### config.mk
export PLATFORM = sky130hd
export DESIGN_NAME = cam_pixel_pack
export DESIGN_NICKNAME = d
export VERILOG_FILES = /design/src/rtl/cam_pixel_pack.sv
export SDC_FILE = /design/constraint.sdc
export NUM_CORES = 1
export LEC_CHECK = 0
export CAP_MARGIN = 30
export CORE_MARGIN = 3
export CORE_UTILIZATION = 44
export CTS_CLUSTER_DIAMETER = 150
export DETAILED_ROUTE_END_ITERATION = 10
export PLACE_DENSITY = 0.78
export REMOVE_ABC_BUFFERS = 1
export SYNTH_ARGS = -nofsm -noshare
export SYNTH_HDL_FRONTEND = slang
export SYNTH_SLANG_ARGS = --single-unit
export TNS_END_PERCENT = 100
### constraint.sdc
create_clock -name tpclk -period 3.8 [get_ports tpclk]
set_clock_uncertainty 0.05 [all_clocks]
set_input_delay 0.76 -clock tpclk [delete_from_list [all_inputs] [get_ports tpclk]]
set_output_delay 0.76 -clock tpclk [all_outputs]
set_load 0.05 [all_outputs]
### src/rtl/cam_pixel_pack.sv
// Camera byte-stream to pixel packer: assembles BPP bytes per pixel, optionally
// expands RGB565 to RGB888, and tracks column/line position plus line framing.
module cam_pixel_pack #(
  parameter int BPP       = 2,
  parameter int OUT_W     = 24,
  parameter int CW        = 12,
  parameter int BYTE_SWAP = 0,
  parameter int VS_POL    = 1
) (
  input  logic             tpclk,
  input  logic             rst,
  input  logic [7:0]       data_in,
  input  logic             de,
  input  logic             vs,
  input  logic             mode,
  output logic             pix_valid,
  output logic [OUT_W-1:0] pix_data,
  output logic [CW-1:0]    pix_x,
  output logic [CW-1:0]    pix_y,
  output logic             sof,
  output logic             line_done,
  output logic [CW-1:0]    line_len,
  output logic             line_err
);

  localparam int             BW     = (BPP > 1) ? $clog2(BPP) : 1;
  localparam int             AW     = 8 * BPP;
  localparam logic [BW-1:0]  B_LAST = BW'(BPP - 1);
  localparam logic [CW-1:0]  C_MAX  = '1;
  localparam logic           VS_LVL = (VS_POL != 0);

  logic            vs_prev_reg;
  logic            mode_lat_reg;
  logic            mode_follow_reg;
  logic [BW-1:0]   bcnt_reg;
  logic [CW-1:0]   cnt_reg;
  logic [CW-1:0]   line_reg;
  logic            sof_arm_reg;

  logic            vs_act;
  logic            vs_edge;
  logic            mode_eff;
  logic            byte_last;
  logic            pix_done;
  logic            line_open;
  logic [AW-1:0]   asm_word;
  logic [OUT_W-1:0] pix_word;

  assign vs_act    = (vs == VS_LVL);
  assign vs_edge   = vs_act & ~vs_prev_reg;
  // Until the first clock after reset the frame mode tracks the input directly.
  assign mode_eff  = mode_follow_reg ? mode : mode_lat_reg;
  assign byte_last = (bcnt_reg == B_LAST);
  assign pix_done  = de & byte_last;
  assign line_open = (cnt_reg != '0) || (bcnt_reg != '0);

  // Byte assembly: asm_word is the full pixel including the byte on data_in.
  generate
    if (BPP == 1) begin : g_asm_single
      assign asm_word = data_in;
    end else begin : g_asm_multi
      logic [AW-9:0] asm_reg;

      if (BYTE_SWAP != 0) begin : g_lsb_first
        assign asm_word = {data_in, asm_reg};
      end else begin : g_msb_first
        assign asm_word = {asm_reg, data_in};
      end

      always_ff @(posedge tpclk or posedge rst) begin
        if (rst) begin
          asm_reg <= '0;
        end else if (vs_edge) begin
          asm_reg <= '0;
        end else if (de) begin
          asm_reg <= (BYTE_SWAP != 0) ? asm_word[AW-1:8] : asm_word[AW-9:0];
        end
      end
    end
  endgenerate

  generate
    if (BPP == 2) begin : g_rgb
      logic [23:0] rgb888;
      assign rgb888 = {asm_word[15:11], asm_word[15:13],
                       asm_word[10:5],  asm_word[10:9],
                       asm_word[4:0],   asm_word[4:2]};
      assign pix_word = mode_eff ? OUT_W'(rgb888) : OUT_W'(asm_word);
    end else begin : g_raw
      assign pix_word = OUT_W'(asm_word);
    end
  endgenerate

  // Frame sync edge detect and per-frame mode latch.
  always_ff @(posedge tpclk or posedge rst) begin
    if (rst) begin
      vs_prev_reg     <= 1'b0;
      mode_lat_reg    <= 1'b0;
      mode_follow_reg <= 1'b1;
    end else begin
      vs_prev_reg     <= vs_act;
      mode_follow_reg <= 1'b0;
      if (vs_edge || mode_follow_reg) begin
        mode_lat_reg <= mode;
      end
    end
  end

  // Byte, pixel and line counters; a vs edge overrides any line activity.
  always_ff @(posedge tpclk or posedge rst) begin
    if (rst) begin
      bcnt_reg    <= '0;
      cnt_reg     <= '0;
      line_reg    <= '0;
      sof_arm_reg <= 1'b1;
    end else if (vs_edge) begin
      bcnt_reg    <= '0;
      cnt_reg     <= '0;
      line_reg    <= '0;
      sof_arm_reg <= 1'b1;
    end else if (de) begin
      bcnt_reg <= byte_last ? '0 : bcnt_reg + BW'(1);
      if (pix_done) begin
        sof_arm_reg <= 1'b0;
        if (cnt_reg != C_MAX) begin
          cnt_reg <= cnt_reg + CW'(1);
        end
      end
    end else begin
      bcnt_reg <= '0;
      cnt_reg  <= '0;
      if ((cnt_reg != '0) && (line_reg != C_MAX)) begin
        line_reg <= line_reg + CW'(1);
      end
    end
  end

  // Pixel output: the completing pixel is emitted even on a vs edge cycle.
  always_ff @(posedge tpclk or posedge rst) begin
    if (rst) begin
      pix_valid <= 1'b0;
      pix_data  <= '0;
      pix_x     <= '0;
      pix_y     <= '0;
      sof       <= 1'b0;
    end else begin
      pix_valid <= 1'b0;
      sof       <= 1'b0;
      if (pix_done) begin
        pix_valid <= 1'b1;
        pix_data  <= pix_word;
        pix_x     <= cnt_reg;
        pix_y     <= line_reg;
        sof       <= sof_arm_reg;
      end
    end
  end

  // Line end reporting on the first cycle with de low after an active line.
  always_ff @(posedge tpclk or posedge rst) begin
    if (rst) begin
      line_done <= 1'b0;
      line_len  <= '0;
      line_err  <= 1'b0;
    end else begin
      line_done <= 1'b0;
      line_err  <= 1'b0;
      if (!vs_edge && !de && line_open) begin
        line_done <= 1'b1;
        line_len  <= cnt_reg;
        line_err  <= (bcnt_reg != '0);
      end
    end
  end

endmodule

==> results of run 1 <==
==> layout make-up <==
class / count / area [um^2] / share of cell area
sequential: 98 / 2455 / 0.4624
clock buffer: 9 / 123.9 / 0.02333
multi-input combinational: 293 / 1639 / 0.3087
inverter: 9 / 36.28 / 0.006835
clock inverter: 7 / 75.07 / 0.01414
tap: 129 / 161.4 / 0.03040
timing repair buffer: 82 / 818.3 / 0.1541
==> where the power goes <==
part	switching, mW	internal [mW]
logic	0.346	0.162
clock network	0.364	0.308
registers	0.0480	1.11
==> worst reg2reg max path: stages (launching register included) <==
cell and delay [ps]:
dfrtp_1 470, nor4_2 430, nand4_1 270, o211ai_4 520
mux2_2 400
==> path summary, 6_finish.rpt <==
check	startpoint	to	slack [ps]	cells after the start
min in group asynchronous	rst	pix_data[4]	840	2
max	pix_data[21]	pix_data[16]	1420	1
min	sof_arm_reg	sof_arm_reg	430	2
max in group asynchronous	rst	sof_arm_reg	2120	3
max reg2reg	cnt_reg[4]	line_len[3]	1540	4
min reg2reg	sof_arm_reg	sof_arm_reg	430	2
==> layer usage <==
layer / up-vias / wire length [um] / share of wire / global-route usage
li1: 1544 / - / - / -
met1: 1529 / 4193 / 0.45 / 0.2409
met2: 112 / 4320 / 0.46 / 0.2768
met3: 21 / 633 / 0.068 / 0.04469
met4: 0 / 173 / 0.019 / 0.06078
met5: - / 0 / 0 / 0
==> cell families after synthesis <==
logic type,share of synthesized area
and+or+nand+nor,0.2055
buffers and inverters,0.03940
AOI/OAI and AO/OA,0.07145
xor gates and xnor gates,0.03087
DFF,0.5769
muxes,0.06616
other,0.0008812
adders and majority gates,0.008822
==> placed cells by master, fill, tap and decap left out, types with 8 or more instances in the layout <==
| cell | count |
|---|---|
| clkbuf_8 | 9 |
| clkdlybuf4s50_1 | 76 |
| mux2_2 | 8 |
| nor2_1 | 33 |
| nand3_1 | 8 |
| mux2i_1 | 17 |
| xnor2_1 | 14 |
| a21oi_1 | 13 |
| dfrtp_1 | 96 |
| nand2_1 | 110 |
| o21ai_0 | 33 |
==> impl_metrics.env, run 1 <==
export IMPL_finalCoreUtilization=0.5691
export IMPL_path_clk_slew_ps=90
export IMPL_layout_nets=509
export IMPL_cts_buffers=9
export IMPL_place_hpwl_um=6526
export IMPL_die_h_um=104.3
export IMPL_max_slew_margin_rel=0.5298
export IMPL_grt_max_degree=58
export IMPL_drv_slew=0
export IMPL_dp_slack_ps=1317
export IMPL_ys_flop_type="dfrtp_1"
export IMPL_largest_register_ffs=21
export IMPL_ys_seq_area_frac=0.5769
export IMPL_fin_crit_sh=0.6274
export IMPL_clkLatencyLatePin_ps=360
export IMPL_finalSetupViolCount=0
export IMPL_power_leakage_nw=2.394
export IMPL_critPathMaxStageDelay_ps=820
export IMPL_critPathMaxFanout=3
export IMPL_syn_cell_area_mm2=0.004255
export IMPL_grt_pass1_wl_um=15890
export IMPL_grt_usage=0.1771
export IMPL_worstPathCellList="clkdlybuf4s50_1"
export IMPL_synth_distinct_cells=42
export IMPL_drive_above_1_share=0.09036
export IMPL_maxCapViolCount=0
export IMPL_tightest_slew_ps=705.3
export IMPL_dr_pass1_iters=4
export IMPL_hold_buffers=0
export IMPL_ys_ff_latch=98
export IMPL_end_kind="primary output"
export IMPL_syn_inst=425
export IMPL_post_cts_resized=0
export IMPL_grt_setup_unrepaired="false"
export IMPL_core_area_mm2=0.009328
export IMPL_regMostFlops="pix_data"
export IMPL_worstPathRequired_ps=2990
export IMPL_grt_overflow_total=0
export IMPL_die_width_um=104.3
export IMPL_wl_um=9320
export IMPL_synth_most_common_cell="nand2_1"
export IMPL_worstPathArrival_ps=1570
export IMPL_path_class="register to primary output"
export IMPL_whs_ps=428.2
export IMPL_syn_area_per_cell_um2=10.01
export IMPL_hold_class="register to register"
export IMPL_final_design_area_no_fill_mm2=0.005309
export IMPL_fin_tns_setup_ps=0
export IMPL_initial_core_util=0.4562
export IMPL_port_buffers=76
export IMPL_cp_start_kind="register"
export IMPL_cts_tree="done"
export IMPL_synth_top_cell_by_area="dfrtp_1"
export IMPL_dp_cells=611
export IMPL_status="complete, no violations"
export IMPL_netlist_area_leader_share=0.5645
export IMPL_ir_drop_v=0.0001698
export IMPL_finalCriticalPeriod_ps=2384
export IMPL_yosysWarnings=0
export IMPL_root_buffer="clkbuf_8"
export IMPL_drtAntennaViolNets=0
export IMPL_post_cts_buffers=0
export IMPL_ys_top_cells_by_area="dfrtp_1 (56%), nand2_1 (9.8%), mux2i_1 (4.2%), o21ai_0 (3.9%), nor2_1 (2.9%)"
export IMPL_row_count=35
export IMPL_vias=3206
export IMPL_grt_pass1_vias=3133
export IMPL_routedWlPerCell_um=14.86
export IMPL_die_area_mm2=0.01089
export IMPL_fin_ws_ps=1416
export IMPL_synth_edf_count=0
export IMPL_crit_family="buffers and inverters"
export IMPL_drt_vias_per_instance=5.113
export IMPL_antenna_found_initial=0
export IMPL_io_pins=77
export IMPL_drtIter0Drc=195
export IMPL_fmax_mhz=419.5
export IMPL_report_power_total_mw=2.343
export IMPL_cp_num_buf_inv=1
export IMPL_diodes=0
export IMPL_layout_area_overhead_vs_synth_pct=24.76
export IMPL_drc=0
export IMPL_cp_slowest_cell="clkdlybuf4s50_1"
export IMPL_final_cells=627
export IMPL_placed_area_mm2=0.005110
export IMPL_fill_cells=787
export IMPL_hold_viol_final=0
export IMPL_netlist_top_cells_count="nand2_1 (111), dfrtp_1 (96), nor2_1 (33), o21ai_0 (33), mux2i_1 (18)"
export IMPL_clockBufferDepth=2
export IMPL_place_congestion=0.8781
export IMPL_clock_sinks=98
export IMPL_power_density_mw_per_mm2=441.3
export IMPL_synthArstFlopShare=1.000
export IMPL_h_tree_depth=3
(Power assumes the default switching activity.)
==> inputs of run 2 (changes only) <==
--- a/config.mk
+++ b/config.mk
@@ -10,7 +10,7 @@
 export CORE_UTILIZATION = 44
 export CTS_CLUSTER_DIAMETER = 150
 export DETAILED_ROUTE_END_ITERATION = 10
-export PLACE_DENSITY = 0.78
+export PLACE_DENSITY = 0.8
 export REMOVE_ABC_BUFFERS = 1
 export SYNTH_ARGS = -nofsm -noshare
 export SYNTH_HDL_FRONTEND = slang
==> constraint.sdc (replaced) <==
create_clock -name tpclk -period 2.07 [get_ports tpclk]
set_clock_uncertainty 0.05 [all_clocks]
set_input_delay 0.414 -clock tpclk [delete_from_list [all_inputs] [get_ports tpclk]]
set_output_delay 0.414 -clock tpclk [all_outputs]
set_load 0.05 [all_outputs]
==> run 2 against run 1 <==
  * Clock power is 83% higher
  * Die area did not move
  * Design area rose by 4.3%
  * Largest power group unchanged
==> impl_metrics.env, run 2 (synthesis results as in run 1) <==
export IMPL_whs_ps=335.4
export IMPL_dr_pass1_iters=4
export IMPL_use_met2=0.2855
export IMPL_worstPathRequired_ps=1610
export IMPL_fmax_mhz=495.5
export IMPL_crit_family="buffers and inverters"
export IMPL_routedWlPerCell_um=14.57
export IMPL_grt_usage=0.1816
export IMPL_core_area_mm2=0.009328
export IMPL_power_leakage_nw=2.574
export IMPL_fin_tns_setup_ps=0
export IMPL_finalCoreUtilization=0.5937
export IMPL_tightest_slew_ps=526.9
export IMPL_place_hpwl_um=6720
export IMPL_drtIter0Drc=186
export IMPL_antenna_found_initial=0
export IMPL_drive_above_1_share=0.1344
export IMPL_die_width_um=104.3
export IMPL_ir_drop_v=0.0005439
export IMPL_drc=0
export IMPL_regMostFlops="pix_data"
export IMPL_largest_register_ffs=21
export IMPL_path_class="register to primary output"
export IMPL_status="complete, no violations"
export IMPL_clock_sinks=98
export IMPL_vias=3339
export IMPL_max_slew_margin_rel=0.6476
export IMPL_grt_max_degree=50
export IMPL_path_clk_slew_ps=90
export IMPL_r2r_start="cnt_reg[4]"
export IMPL_wl_um=9471
export IMPL_cp_slowest_cell="clkdlybuf4s50_1"
export IMPL_grt_pass1_vias=3327
export IMPL_die_h_um=104.3
export IMPL_clkLatencyLatePin_ps=360
export IMPL_worstPathArrival_ps=1550
export IMPL_cp_start_kind="register"
export IMPL_drtAntennaViolNets=0
export IMPL_row_count=35
export IMPL_final_common_cell="nand2_1"
export IMPL_grtUsageMet3=0.04097
export IMPL_grt_pass1_wl_um=16230
export IMPL_worstPathCellList="clkdlybuf4s50_1"
export IMPL_finalCriticalPeriod_ps=2018
export IMPL_mostFrequentLayoutCells="nand2_1 (110), dfrtp_1 (96), clkdlybuf4s50_1 (72)"
export IMPL_cp_num_buf_inv=1
export IMPL_layout_nets=532
export IMPL_placed_area_mm2=0.005313
export IMPL_drv_slew=0
export IMPL_maxCapViolCount=0
export IMPL_end_kind="primary output"
export IMPL_place_congestion=0.8517
export IMPL_power_density_mw_per_mm2=783.6
export IMPL_die_area_mm2=0.01089
export IMPL_finalSetupViolCount=0
export IMPL_report_power_total_mw=4.339
export IMPL_h_tree_depth=3
export IMPL_cts_buffers=9
export IMPL_busiest_layer="met2"
export IMPL_cts_tree="done"
export IMPL_hold_buffers=0
export IMPL_port_buffers=76
export IMPL_drt_vias_per_instance=5.137
export IMPL_critPathMaxStageDelay_ps=820
export IMPL_final_design_area_no_fill_mm2=0.005538
export IMPL_hold_viol_final=0
export IMPL_startpoint="line_len[3]"
export IMPL_use_met1=0.2539
export IMPL_root_buffer="clkbuf_8"
export IMPL_fin_crit_sh=0.9750
export IMPL_critPathMaxFanout=2
export IMPL_clockBufferDepth=2
export IMPL_grt_overflow_total=0
export IMPL_initial_core_util=0.4562
export IMPL_layout_area_overhead_vs_synth_pct=30.14
export IMPL_io_pins=77
export IMPL_hold_class="input pin to async pin"
export IMPL_diodes=0
export IMPL_grt_setup_unrepaired="false"
run 2: cell types whose count changed in the layout (fill, tap and decap cells not counted):
cell | previous run | this run
buf_4 | 5 | 25
clkinvlp_4 | 3 | 2
inv_6 | 2 | 1
dlymetal6s2s_1 | 0 | 2
clkdlybuf4s50_1 | 76 | 72
clkinv_2 | 1 | 3
buf_12 | 1 | 6
run 2: path summary, 6_finish.rpt:
check / depth (start not counted) / endpoint / slack (ps)
worst max-delay path: 1 / line_len[3] / 50
worst min-delay path: 2 / pix_x[8] / 340
worst max register to register: 6 / line_reg[10] / 110
worst min register to register: 2 / sof_arm_reg / 420
max in group asynchronous: 3 / line_reg[8] / 1110
min in group tpclk: 2 / sof_arm_reg / 420
run 2: what timing repair did:
item                       in CTS  in global routing
setup endpoints to repair       5                  2
buffers inserted                2                  0
pin swaps                       1                  0
resized for setup               0                  2
hold endpoints to repair        0                  0
run 2: through the flow:
| stage | worst slack [ps] | std cells |
|---|---|---|
| 2_1_floorplan | -952.8 | 400 |
| 3_3_place_gp | 32.34 | 632 |
| 3_5_place_dp | -9.336 | 632 |
| 4_1_cts | 33.68 | 650 |
| 5_1_grt | 3.211 | 650 |
| 6_report | 51.74 | 650 |
run 2: where the power goes:
| part | switching (mW) | internal, mW | total (mW) |
|---|---|---|---|
| Sequential | 0.0848 | 2.05 | 2.13 |
| Clock | 0.671 | 0.557 | 1.23 |
| Combinational | 0.651 | 0.331 | 0.982 |
| Total | 1.41 | 2.93 | 4.34 |
run 2: final cells by class:
cell class	count	area, um^2
Multi-Input combinational cell	293	1639
Clock buffer	9	123.9
Clock inverter	7	68.82
Inverter	9	36.28
Tap cell	129	161.4
Fill cell	766	3790
Timing Repair Buffer	105	1054
Sequential cell	98	2455
run 2: routing by layer:
layer	wire length [um]	share of wire	vias up
met2	4485	0.47	117
met5	0	0	-
met4	95	0.010	0
met1	4310	0.46	1621
met3	581	0.061	11
li1	-	-	1590
==> inputs of run 3 (changes only) <==
--- a/config.mk
+++ b/config.mk
@@ -12,6 +12,7 @@
 export DETAILED_ROUTE_END_ITERATION = 10
 export PLACE_DENSITY = 0.8
 export REMOVE_ABC_BUFFERS = 1
+export SLEW_MARGIN = 20
 export SYNTH_ARGS = -nofsm -noshare
 export SYNTH_HDL_FRONTEND = slang
 export SYNTH_SLANG_ARGS = --single-unit
==> constraint.sdc (replaced) <==
create_clock -name tpclk -period 2.07 [get_ports tpclk]
set_clock_uncertainty 0.05 [all_clocks]
set_input_delay 0.3105 -clock tpclk [delete_from_list [all_inputs] [get_ports tpclk]]
set_output_delay 0.3105 -clock tpclk [all_outputs]
set_load 0.05 [all_outputs]
==> run 3 against run 2 <==
  * First-iteration DRC count up 3.2%
  * Sequential power about the same
  * Power down 3.1%
  * Clock power down 9.8%
  * Critical path depth up 4
  * Hold slack worse by 150 ps
  * Largest cell class unchanged
  * Largest power group unchanged
==> impl_metrics.env, run 3 (synthesis results as in run 1) <==
export IMPL_pwr_share_clk=0.265
export IMPL_worstPathRequired_ps=2270
export IMPL_pwr_share_seq=0.507
export IMPL_max_slew_margin_rel=0.6552
export IMPL_place_hpwl_um=6627
export IMPL_hold_viol_final=0
export IMPL_fill_cells=810
export IMPL_root_buffer="clkbuf_8"
export IMPL_io_pins=77
export IMPL_maxCapViolCount=0
export IMPL_core_area_mm2=0.009328
export IMPL_dr_pass1_iters=4
export IMPL_status="complete, no violations"
export IMPL_intPower_mw=2.809
export IMPL_switching_power_mw=1.396
export IMPL_cp_num_buf_inv=1
export IMPL_final_common_cell="nand2_1"
export IMPL_port_buffers=76
export IMPL_dp_cells=623
export IMPL_final_design_area_no_fill_mm2=0.005428
export IMPL_layout_area_overhead_vs_synth_pct=27.55
export IMPL_row_count=35
export IMPL_die_area_mm2=0.01089
export IMPL_critPathMaxStageDelay_ps=430
export IMPL_path_clk_slew_ps=90
export IMPL_end_kind="register"
export IMPL_drc=0
export IMPL_drv_slew=0
export IMPL_die_width_um=104.3
export IMPL_post_cts_buffers=0
export IMPL_finalSetupViolCount=0
export IMPL_worstPathArrival_ps=2200
export IMPL_grt_usage=0.1767
export IMPL_regMostFlops="pix_data"
export IMPL_power_density_mw_per_mm2=774.6
export IMPL_largest_register_ffs=21
export IMPL_cts_buffers=9
export IMPL_wl_um=9282
export IMPL_p_sw_frac=0.3320
export IMPL_post_cts_resized=0
export IMPL_drt_vias_per_instance=5.149
export IMPL_power_leakage_nw=2.466
export IMPL_cp_slowest_cell="dfrtp_1"
export IMPL_drive_above_1_share=0.1118
export IMPL_cts_tree="done"
export IMPL_fin_crit_sh=0.9660
export IMPL_hold_class="input pin to async pin"
export IMPL_grt_overflow_total=0
export IMPL_crit_family="simple AND/OR/NAND/NOR gates"
export IMPL_vias=3290
export IMPL_die_h_um=104.3
export IMPL_fin_tns_setup_ps=0
export IMPL_cp_start_kind="register"
export IMPL_clockBufferDepth=2
export IMPL_initial_core_util=0.4562
export IMPL_grt_pass1_wl_um=15570
export IMPL_fmax_mhz=500.1
export IMPL_h_tree_depth=3
export IMPL_clkLatencyLatePin_ps=370
export IMPL_place_congestion=0.8099
export IMPL_whs_ps=182.2
export IMPL_drtAntennaViolNets=0
export IMPL_fin_ws_ps=70.38
export IMPL_grt_max_degree=68
export IMPL_p_comb_frac=0.228
export IMPL_routedWlPerCell_um=14.53
export IMPL_hold_buffers=0
export IMPL_grt_setup_unrepaired="false"
export IMPL_drtIter0Drc=192
export IMPL_finalCriticalPeriod_ps=2000
export IMPL_ir_drop_v=0.0003476
export IMPL_clock_sinks=98
export IMPL_tightest_slew_ps=515.5
export IMPL_grt_pass1_vias=3157
export IMPL_placed_area_mm2=0.005250
export IMPL_worstPathCellList="nor4_2 -> nand4_1 -> o211ai_4 -> buf_12 -> mux2_2"
export IMPL_dp_slack_ps=96.97
export IMPL_critPathMaxFanout=17
export IMPL_path_class="register to register"
export IMPL_diodes=0
export IMPL_antenna_found_initial=0
export IMPL_layout_nets=521
export IMPL_mostFrequentLayoutCells="nand2_1 (110), dfrtp_1 (96), clkdlybuf4s50_1 (76)"
export IMPL_r2r_slack_ps=70
export IMPL_final_cells=639
==> run 3: cell types whose count changed in the layout (fill, tap and decap cells not counted) <==
cell             delta
clkdlybuf4s50_1     +4
dlymetal6s2s_1      -2
clkinv_2            -2
buf_4              -12
clkinv_4            +2
clkinvlp_4          +1
bufinv_16           -1
buf_12              -1
==> run 3: layout make-up <==
| class | count | area, um^2 | share of cell area |
|---|---|---|---|
| Multi-Input combinational cell | 293 | 1639 | 0.3020 |
| Clock inverter | 7 | 53.80 | 0.009912 |
| Clock buffer | 9 | 123.9 | 0.02282 |
| Inverter | 9 | 36.28 | 0.006685 |
| Tap cell | 129 | 161.4 | 0.02974 |
| Sequential cell | 98 | 2455 | 0.4523 |
| Timing Repair Buffer | 94 | 958.4 | 0.1766 |
==> run 3: final timing paths <==
path,from,end,cells after the start
max in group asynchronous,rst,mode_follow_reg,3
worst min register to register,sof_arm_reg,sof_arm_reg,2
worst min-delay path,rst,line_done,2
min in group tpclk,vs,vs_prev_reg,1
worst max register to register,cnt_reg[6],line_len[10],5
worst max-delay path,cnt_reg[6],line_len[10],5
==> run 3: worst register-to-register path, cell delays in order (launching register included) <==
cell	delay (ps)
dfrtp_1	430
nor4_2	400
nand4_1	250
o211ai_4	240
buf_12	180
mux2_2	340
==> run 3: power groups by stage <==
stage,Clock (mW),Combinational [mW],Sequential [mW]
2_1_floorplan,0,0.222,2.54
3_3_place_gp,0,0.949,2.16
3_5_place_dp,0,0.967,2.17
4_1_cts,1.13,0.970,2.13
5_1_grt,1.21,1.02,2.15
6_report,1.11,0.960,2.13
==> run 3: metrics by stage <==
stage            util  power (mW)
6_report       0.5819       4.205
5_1_grt        0.5819       4.384
4_1_cts        0.5819       4.238
3_5_place_dp   0.5628       3.138
3_3_place_gp   0.5628       3.112
2_1_floorplan       -       2.759
==> run 3: per-layer routing <==
metal,vias to the layer above,GRT usage,share of wire
li1,1581,-,-
met1,1603,0.2374,0.46
met2,95,0.2814,0.47
met3,11,0.04655,0.054
met4,0,0.05413,0.013
met5,-,0,0
